File: config.mk
export PLATFORM = sky130hd
export DESIGN_NAME = mig_truth_table_engine
export DESIGN_NICKNAME = d
export VERILOG_FILES = /design/src/rtl/mig_eval_pkg.sv /design/src/rtl/mig_truth_table_engine_maj3_sel.sv /design/src/rtl/mig_truth_table_engine.sv
export SDC_FILE = /design/constraint.sdc
export NUM_CORES = 1
export LEC_CHECK = 0
export CAP_MARGIN = 15
export CORE_AREA = 2 2 208 210
export CTS_CLUSTER_DIAMETER = 150
export DETAILED_ROUTE_END_ITERATION = 10
export DIE_AREA = 0 0 210 212
export PLACE_DENSITY_LB_ADDON = 0.25
export SLEW_MARGIN = 15
export SYNTH_ARGS = -nofsm -noshare
export SYNTH_HDL_FRONTEND = slang
export SYNTH_SLANG_ARGS = --single-unit
File: constraint.sdc
create_clock -name clk -period 4.86 [get_ports clk]
set_input_delay 0.972 -clock clk [delete_from_list [all_inputs] [get_ports clk]]
set_output_delay 0.972 -clock clk [all_outputs]
set_load 0.01 [all_outputs]
File: src/rtl/mig_eval_pkg.sv
// Shared types and helpers for the majority-inverter-graph truth-table engine.
// Widths here match the engine's default NUM_INPUTS/MAX_NODES parameters.
package mig_eval_pkg;

  localparam int MIG_NUM_INPUTS = 7;
  localparam int MIG_MAX_NODES  = 16;
  localparam int MIG_SIG_W      = $clog2(1 + MIG_NUM_INPUTS + MIG_MAX_NODES);
  localparam int MIG_ADDR_W     = $clog2(MIG_MAX_NODES);

  localparam int SIG_CONST0 = 0;

  typedef struct packed {
    logic [MIG_SIG_W-1:0] sel_a;
    logic [MIG_SIG_W-1:0] sel_b;
    logic [MIG_SIG_W-1:0] sel_c;
    logic [2:0]           inv;
  } node_desc_t;

  typedef enum logic [1:0] {
    IDLE = 2'd0,
    EVAL = 2'd1,
    DONE = 2'd2
  } state_e;

  // Node k lives just above the constant and the primary inputs.
  function automatic logic [MIG_SIG_W-1:0] sig_idx_of_node(input logic [MIG_ADDR_W-1:0] k);
    return MIG_SIG_W'(1 + MIG_NUM_INPUTS) + MIG_SIG_W'(k);
  endfunction

endpackage

File: src/rtl/mig_truth_table_engine_maj3_sel.sv
// Operand select, optional complement and 3-input majority for one MIG node.
// Operands at or above limit_i are forward/out-of-range references: read as 0, flagged.
module maj3_sel #(
  parameter int NSIG  = 24,
  parameter int SIG_W = 5
) (
  input  logic [NSIG-1:0]  sig_i,
  input  logic [SIG_W-1:0] sel_a_i,
  input  logic [SIG_W-1:0] sel_b_i,
  input  logic [SIG_W-1:0] sel_c_i,
  input  logic [2:0]       inv_i,
  input  logic [SIG_W-1:0] limit_i,
  output logic             maj_o,
  output logic             illegal_o
);

  logic ok_a, ok_b, ok_c;
  logic op_a, op_b, op_c;

  always_comb begin
    ok_a = (sel_a_i < limit_i);
    ok_b = (sel_b_i < limit_i);
    ok_c = (sel_c_i < limit_i);
    op_a = (ok_a ? sig_i[sel_a_i] : 1'b0) ^ inv_i[0];
    op_b = (ok_b ? sig_i[sel_b_i] : 1'b0) ^ inv_i[1];
    op_c = (ok_c ? sig_i[sel_c_i] : 1'b0) ^ inv_i[2];
    maj_o     = (op_a & op_b) | (op_a & op_c) | (op_b & op_c);
    illegal_o = ~(ok_a & ok_b & ok_c);
  end

endmodule

File: src/rtl/mig_truth_table_engine.sv
// Programmable MIG evaluator: sweeps every minterm, one node per cycle, and
// assembles the full truth table of the selected output signal.
module mig_truth_table_engine
  import mig_eval_pkg::*;
#(
  parameter int NUM_INPUTS = MIG_NUM_INPUTS,
  parameter int MAX_NODES  = MIG_MAX_NODES,
  parameter int SIG_W      = $clog2(1 + NUM_INPUTS + MAX_NODES)
) (
  input  logic                           clk,
  input  logic                           rst_n,
  input  logic                           cfg_we,
  input  logic [$clog2(MAX_NODES)-1:0]   cfg_addr,
  input  logic [3*SIG_W-1:0]             cfg_sel,
  input  logic [2:0]                     cfg_inv,
  input  logic [$clog2(MAX_NODES+1)-1:0] cfg_num_nodes,
  input  logic [SIG_W-1:0]               cfg_out_sel,
  input  logic                           cfg_out_inv,
  input  logic                           start,
  output logic                           busy,
  output logic                           done,
  output logic [2**NUM_INPUTS-1:0]       tt,
  output logic                           err,
  output logic [1:0]                     dbg_state
);

  localparam int TT_W = 2 ** NUM_INPUTS;
  localparam int NSIG = 1 + NUM_INPUTS + MAX_NODES;
  localparam int AW   = $clog2(MAX_NODES);
  localparam int NW   = $clog2(MAX_NODES + 1);
  localparam int MW   = NUM_INPUTS + 1;

  state_e                 state_q;
  node_desc_t             ram_q [MAX_NODES];
  logic [NW-1:0]          n_q;
  logic [SIG_W-1:0]       out_sel_q;
  logic                   out_inv_q;
  logic [MW-1:0]          m_q;
  logic [AW-1:0]          k_q;
  logic [MAX_NODES-1:0]   node_val_q;
  logic [TT_W-1:0]        tt_q;
  logic                   busy_q, done_q, err_q;

  node_desc_t             cur_desc;
  logic [NSIG-1:0]        sig_vec;
  logic [SIG_W-1:0]       node_limit;
  logic [SIG_W-1:0]       out_limit;
  logic [NW-1:0]          n_clamped;
  logic                   maj, op_illegal;
  logic                   last_node, out_illegal, out_bypass, out_bit_d;

  // Signal space: constant 0, then x0..x(n-1) from the minterm, then node values.
  always_comb begin
    sig_vec                           = '0;
    sig_vec[SIG_CONST0]               = 1'b0;
    sig_vec[NUM_INPUTS:1]             = m_q[NUM_INPUTS-1:0];
    sig_vec[NSIG-1:NUM_INPUTS+1]      = node_val_q;
  end

  assign cur_desc   = ram_q[k_q];
  assign node_limit = sig_idx_of_node(k_q);

  maj3_sel #(
    .NSIG  (NSIG),
    .SIG_W (SIG_W)
  ) u_maj3_sel (
    .sig_i     (sig_vec),
    .sel_a_i   (cur_desc.sel_a),
    .sel_b_i   (cur_desc.sel_b),
    .sel_c_i   (cur_desc.sel_c),
    .inv_i     (cur_desc.inv),
    .limit_i   (node_limit),
    .maj_o     (maj),
    .illegal_o (op_illegal)
  );

  // The output may name the node being evaluated right now, so bypass its fresh value.
  always_comb begin
    n_clamped   = (cfg_num_nodes > NW'(MAX_NODES)) ? NW'(MAX_NODES) : cfg_num_nodes;
    last_node   = (n_q == '0) || (NW'(k_q) == n_q - NW'(1));
    out_limit   = SIG_W'(1 + NUM_INPUTS) + SIG_W'(n_q);
    out_illegal = (out_sel_q >= out_limit);
    out_bypass  = (n_q != '0) && (out_sel_q == node_limit);
    if (out_illegal) begin
      out_bit_d = out_inv_q;
    end else if (out_bypass) begin
      out_bit_d = maj ^ out_inv_q;
    end else begin
      out_bit_d = sig_vec[out_sel_q] ^ out_inv_q;
    end
  end

  always_ff @(posedge clk or negedge rst_n) begin
    if (!rst_n) begin
      for (int i = 0; i < MAX_NODES; i++) ram_q[i] <= '0;
    end else if (cfg_we && !busy_q) begin
      ram_q[cfg_addr] <= '{sel_a: cfg_sel[SIG_W-1:0],
                           sel_b: cfg_sel[2*SIG_W-1:SIG_W],
                           sel_c: cfg_sel[3*SIG_W-1:2*SIG_W],
                           inv:   cfg_inv};
    end
  end

  always_ff @(posedge clk or negedge rst_n) begin
    if (!rst_n) begin
      state_q    <= IDLE;
      n_q        <= '0;
      out_sel_q  <= '0;
      out_inv_q  <= 1'b0;
      m_q        <= '0;
      k_q        <= '0;
      node_val_q <= '0;
      tt_q       <= '0;
      busy_q     <= 1'b0;
      done_q     <= 1'b0;
      err_q      <= 1'b0;
    end else begin
      case (state_q)
        IDLE: begin
          if (start) begin
            n_q       <= n_clamped;
            out_sel_q <= cfg_out_sel;
            out_inv_q <= cfg_out_inv;
            err_q     <= 1'b0;
            tt_q      <= '0;
            m_q       <= '0;
            k_q       <= '0;
            busy_q    <= 1'b1;
            state_q   <= EVAL;
          end
        end
        EVAL: begin
          if (n_q != '0) begin
            node_val_q[k_q] <= maj;
            if (op_illegal) err_q <= 1'b1;
          end
          if (last_node) begin
            tt_q[m_q[NUM_INPUTS-1:0]] <= out_bit_d;
            if (out_illegal) err_q <= 1'b1;
            k_q <= '0;
            m_q <= m_q + MW'(1);
            if (m_q == MW'(TT_W - 1)) begin
              busy_q  <= 1'b0;
              done_q  <= 1'b1;
              state_q <= DONE;
            end
          end else begin
            k_q <= k_q + AW'(1);
          end
        end
        DONE: begin
          done_q  <= 1'b0;
          state_q <= IDLE;
        end
        default: state_q <= IDLE;
      endcase
    end
  end

  assign busy      = busy_q;
  assign done      = done_q;
  assign tt        = tt_q;
  assign err       = err_q;
  assign dbg_state = state_q;

endmodule

---- Word level (Yosys, flattened, before mapping) ----
Cells that the tools add are included.
word-level totals
  register bits ........................... 460
  word-level logic and storage cells ...... 189
operators by class
  bitwise operators ....................... 14
  mux-type cells .......................... 52
  add/sub/neg operators ................... 5
  equal/unequal tests ..................... 8
  $lt $le $gt $ge ......................... 16
  reduce and logical (&&, ||, !) cells .... 19
operators with widths
  kind                   count
  $bwmux W288            1
  $mux W128              2
  $pmux W128 S2          1
  $bwmux W128            1
  $bmux W18 S4           1
  $demux W18 S4          1
  $mux W18               3
  $lt A5 B6 Y1 const B   4
  $mux W1                21
  $bmux W1 S5            4
  $bwmux W16             1
  $mux W8                2
  $pmux W8 S2            1
  $lt A5 B5 Y1           3
  $ge A5 B5 Y1 const B   2
  $not A4 Y5             2
  $reduce_and A3 Y1      3
  $add A8 B1 Y8 const B  1
  $eq A8 B7 Y1 const B   1
  $lt A7 B8 Y1 const B   1
  $mux W4                2
  $pmux W4 S2            1
  $demux W1 S7           1
  $ge A7 B1 Y1 const B   1
  other kinds (31)       53

---- Longest topological paths before layout ----
  word-level depth ........................ 17
  gate-level depth with buffers ........... 20
  mapped depth without buffers ............ 13

---- Hierarchy ----
A second synthesis with hierarchy kept.
second synthesis, totals
  cells, all modules ...................... 1,592
  area total of the unflattened synthesis .. 21,887.2 µm²
by module, submodules not included
  module                  sequential area each (µm²)  times used  area an instance (µm²)  cells an instance
  mig_truth_table_engine  11,511.0                    1           20,920.1                1,501
  maj3_sel                0.0                         1           967.2                   91

---- Worst setup path before layout ----
Ideal clock, no wire load.
  path type ............................... flip-flop to flip-flop
  start ................................... reg k_q[1]
  end ..................................... reg tt_q[103], in the netlist tt[103]
  clock period less this slack ............ 4.135 ns
  stages on the path, launching flop included .. 21
  arrival time ............................ 3.994 ns
  setup slack ............................. 0.725 ns
  buffers on the path ..................... 7
  library setup time ...................... 0.141 ns
  cells stage by stage .................... dfrtp_1 buf_6 buf_12 buf_6 buf_2 buf_2 mux4_1 a22oi_1 nand2_1 ha_1 a21boi_0 o21ai_0 nand2b_1 a31oi_1 o41ai_2 xor2_1 maj3_2 a221oi_4 buf_6 buf_8 o31ai_2
between the ends
  longest elaborated chain between the ends .. 17
ends and longest elaborated chain
  element                                      line                                                                                                                 text
  from (decl)                                  mig_truth_table_engine.sv:39                                                                                         logic [AW-1:0] k_q;
  from (signal assigned)                       mig_truth_table_engine.sv:148                                                                                        k_q <= k_q + AW'(1);
  $not A4 Y5 (not written as such)             mig_truth_table_engine.sv:60                                                                                         assign cur_desc = ram_q[k_q];
  $bmux W18 S4                                 mig_truth_table_engine.sv:60
  $mux W18 (not written as such) (2 in a row)  mig_truth_table_engine.sv:60
  $bmux W1 S5 (on tied branches)               mig_truth_table_engine_maj3_sel.sv:24, mig_truth_table_engine_maj3_sel.sv:25, mig_truth_table_engine_maj3_sel.sv:26
  $mux W1 (on tied branches) (2 in a row)      mig_truth_table_engine_maj3_sel.sv:24, mig_truth_table_engine_maj3_sel.sv:25, mig_truth_table_engine_maj3_sel.sv:26
  $xor A1 B1 Y1 (on tied branches)             mig_truth_table_engine_maj3_sel.sv:24, mig_truth_table_engine_maj3_sel.sv:25, mig_truth_table_engine_maj3_sel.sv:26
  $and A1 B1 Y1                                mig_truth_table_engine_maj3_sel.sv:27                                                                                maj_o = (op_a & op_b) | (op_a & op_c) | (op_b & op_c);
  $or A1 B1 Y1 (2 in a row)                    mig_truth_table_engine_maj3_sel.sv:27
  $xor A1 B1 Y1                                mig_truth_table_engine.sv:87                                                                                         out_bit_d = maj ^ out_inv_q;
  $mux W1                                      mig_truth_table_engine.sv:86                                                                                         end else if (out_bypass) begin
  $mux W1                                      mig_truth_table_engine.sv:84                                                                                         if (out_illegal) begin
  $bwmux W128                                  mig_truth_table_engine.sv:138                                                                                        tt_q[m_q[NUM_INPUTS-1:0]] <= out_bit_d;
  $mux W128                                    mig_truth_table_engine.sv:137                                                                                        if (last_node) begin
  $pmux W128 S2                                mig_truth_table_engine.sv:118                                                                                        case (state_q)
  to (signal, indexed assignment)              mig_truth_table_engine.sv:138
  to (decl)                                    mig_truth_table_engine.sv:41                                                                                         logic [TT_W-1:0] tt_q;
Several ways; a longest one is shown, not always the timed one. The select of a mux whose other input is x is not followed.
A chain may end at the register's enable or synchronous reset.

---- Worst setup path in the final report ----
  start ................................... reg k_q[1]
  end ..................................... reg tt_q[51], in the netlist tt[51]
The elaborated chain is that of the path after synthesis.

==> flow_summary.toml <==
[status]
status = "completed"

[route]
via_count = 16000
vias_per_cell = 6.15
antenna_left = 0
drt_iter0_drc = 1208
wl_mm = 59.9
routedWlPerCell_um = 23.0
first_pass_iters = 6
drc_errors = 0

[timing]
max_freq_mhz = 222
hold_viol_final = 0
setup_tns_ns = 0
finalCriticalPeriod_ns = 4.50
slew_headroom_pct = 22.1
drv_slew = 0
worst_pin_slew_ns = 1.17
setup_viol_count_final = 0
fin_crit_sh_pct = 92.6
rsz0062_at_grt = "false"
fin_hold_ws_ns = 0.495
finalClockSkew_ns = 0.0205

[setup_path]
r2r-end = "tt[51]"
crit_family = "multiplexers"
crit_required_ns = 5.33
cp_slowest_stage_delay_ns = 0.65
crit_slowest_cell = "mux4_2"
crit_fanout = 30
arrival_ns = 4.97
start_kind = "flop"
cp-end-kind = "flop"
timing.critical_path.cells = "mux4_2, mux2i_2, mux2_2, a2111oi_0, o21ai_0, nand3_1, or3b_1, o211ai_1, maj3_2, a221oi_4, buf_12, buf_12, o21ai_2"
regToRegStartpoint = "k_q[1]"
path_buf_inv = 2
cpMostUsedCell = "buf_12"
crit_type = "flop to flop"
reg2regPathDepth = 13
reg2reg_slack_ns = 0.36

[placement]
dp_hpwl_mm = 39.3
portBuffers = 169
dp.cells = 2522
gp_congestion = 0.944

[yosys]
synth_edf_count = 0
synthSimpleGateAreaFrac_pct = 10.2
synth_mux_area_share_pct = 23.7
synth_top_family_by_area = "multiplexers"
synth-xor-area-share_pct = 0.649
syn_inst = 1845
synth_cell_type_count = 79
synth_compound_area_share_pct = 10.0
synth_fa_ha_area_share_pct = 1.35
async_reset_ff_share_pct = 100
ys.flop_type = "dfrtp_1"
ys_ff_latch = 460
synth_area_um2 = 22900
seq_area_frac_synth_pct = 50.2
yosys_warnings = 0
syn_area_per_cell_um2 = 12.4
syn-num-nets = 1905

[global_routing]
antenna_found_initial = 0
gr-usage-met2_pct = 45.9
grt_overflow = 0
grt_pass1_wl_mm = 93.6
first_global_vias = 16200
gr-usage-all-layers_pct = 27.2
busiest_layer = "met2"
grt_start_max_net_pins = 125
met1_usage_pct = 36.5
grt_use_met3_pct = 4.37

[floorplanning]
die_h_um = 212
die_w_um = 210
placeableCoreArea_um2 = 42500
start_util_pct = 53.9
placementRows = 76
io_pins = 170
dieArea_um2 = 44500

[finish]
fin_util_pct = 63.3
n_fill_cell = 3198
drive_above_1_share_pct = 32.8
final_cell_mix = "dfrtp_1, mux2_2, nand2_1, clkdlybuf4s50_1, nand3_1"
final_common_cell = "dfrtp_1"
num_antenna_cells = 0
fin_cells = 2607
multi_input_area_um2 = 10600
regArea_um2 = 11500
syn2layout_area_growth_pct = 17.4
layout.nets = 2088

[power]
p_per_area_nw_per_um2 = 519
ir_worst_vdd_uv = 325
finalPower_mw = 14.0
p_leak_nw = 12.2

[flow_run]
cap_violations = 0

[clock_tree]
clkTransAtPathRegs_ns = 0.06
max-clock-path-buffers = 3
cts_max_level = 2
cts-buffers-inserted = 48
cts_sinks = 460
root_buffer = "clkbuf_16"
cts_tree = "yes"
clk_latency_ns = 0.60

[hold_path]
hold_class = "primary input to async pin"
logic make-up (layout without fill, tap and decap cells):
family / count (synthesis) / in the layout
flip-flops: 460 / 460
XOR/XNOR: 17 / 17
buffers and inverters: 146 / 362
adder cells (fa/ha/maj): 25 / 25
AND/OR/NAND/NOR: 510 / 510
AO/OA/AOI/OAI: 284 / 284
multiplexers: 403 / 403
how the worst max path moves through the flow:
stage | start | end | slack, ns | cells past startpoint
finish | k_q[1] | tt[51] | 0.36 | 13
global route | k_q[1] | tt[73] | 0.06 | 13
CTS | k_q[0] | tt[43] | 0.19 | 15
detailed placement | k_q[0] | tt[43] | 0.23 | 15
global placement | k_q[1] | tt[78] | 0.32 | 13
floorplan | k_q[1] | tt[103] | 0.73 | 20
synthesized netlist by cell type (17+ instances only):
| master | number | area (um^2) |
|---|---|---|
| mux2i_1 | 27 | 270 |
| mux4_2 | 69 | 1550 |
| nand3_1 | 154 | 771 |
| dfrtp_1 | 460 | 11500 |
| ha_1 | 23 | 288 |
| inv_1 | 17 | 63.8 |
| o21ai_0 | 43 | 215 |
| nor2b_1 | 17 | 106 |
| nand2_1 | 217 | 815 |
| clkbuf_1 | 70 | 263 |
| nor2_1 | 49 | 184 |
| buf_2 | 19 | 95.1 |
| o21ai_2 | 112 | 981 |
| mux2_2 | 294 | 3310 |
per-stage QoR:
| step | setup slack [ns] | cell area (um^2) |
|---|---|---|
| final | 0.358 | 26900 |
| after global placement | 0.317 | 25300 |
| after floorplan | 0.725 | 22900 |
| after detailed placement | 0.235 | 25300 |
| after global routing | 0.0565 | 26900 |
| after CTS | 0.187 | 26900 |
where the power goes:
| group | internal (mW) | switching, mW | total (mW) |
|---|---|---|---|
| logic | 2.39 | 2.85 | 5.25 |
| registers | 4.40 | 0.708 | 5.11 |
| clock network | 2.09 | 1.52 | 3.62 |
| total | 8.89 | 5.09 | 14.0 |
sequential cells by signal, indices dropped and copies added (netlist names):
name,flops
tt,128
dbg_state,2
done,1
err,1
node_val_q,16
busy,1
k_q,4
n_q,5
out_inv_q,1
ram_q,288
out_sel_q,5
m_q,8
cell type report:
| cell class | instances | share of cell area, % |
|---|---|---|
| Inverter | 21 | 0.293 |
| Clock buffer | 70 | 5.18 |
| Tap cell | 546 | 2.54 |
| Timing Repair Buffer | 258 | 9.47 |
| Multi-Input combinational cell | 1239 | 39.2 |
| Sequential cell | 460 | 42.8 |
| Clock inverter | 13 | 0.539 |
layer usage:
layer	wire, um	vias up	share of wire (%)
met4	1660	0	2.8
met1	25800	8246	43
li1	-	7141	-
met5	0	-	0
met2	29300	525	49
met3	3190	132	5.3
what timing repair did:
| item | in CTS | in global routing |
|---|---|---|
| hold buffers | 0 | 0 |
| endpoints found under the setup margin | 0 | 110 |
| gates resized for setup | 0 | 1 |
| setup buffers | 0 | 2 |
(Power assumes the default switching activity.)
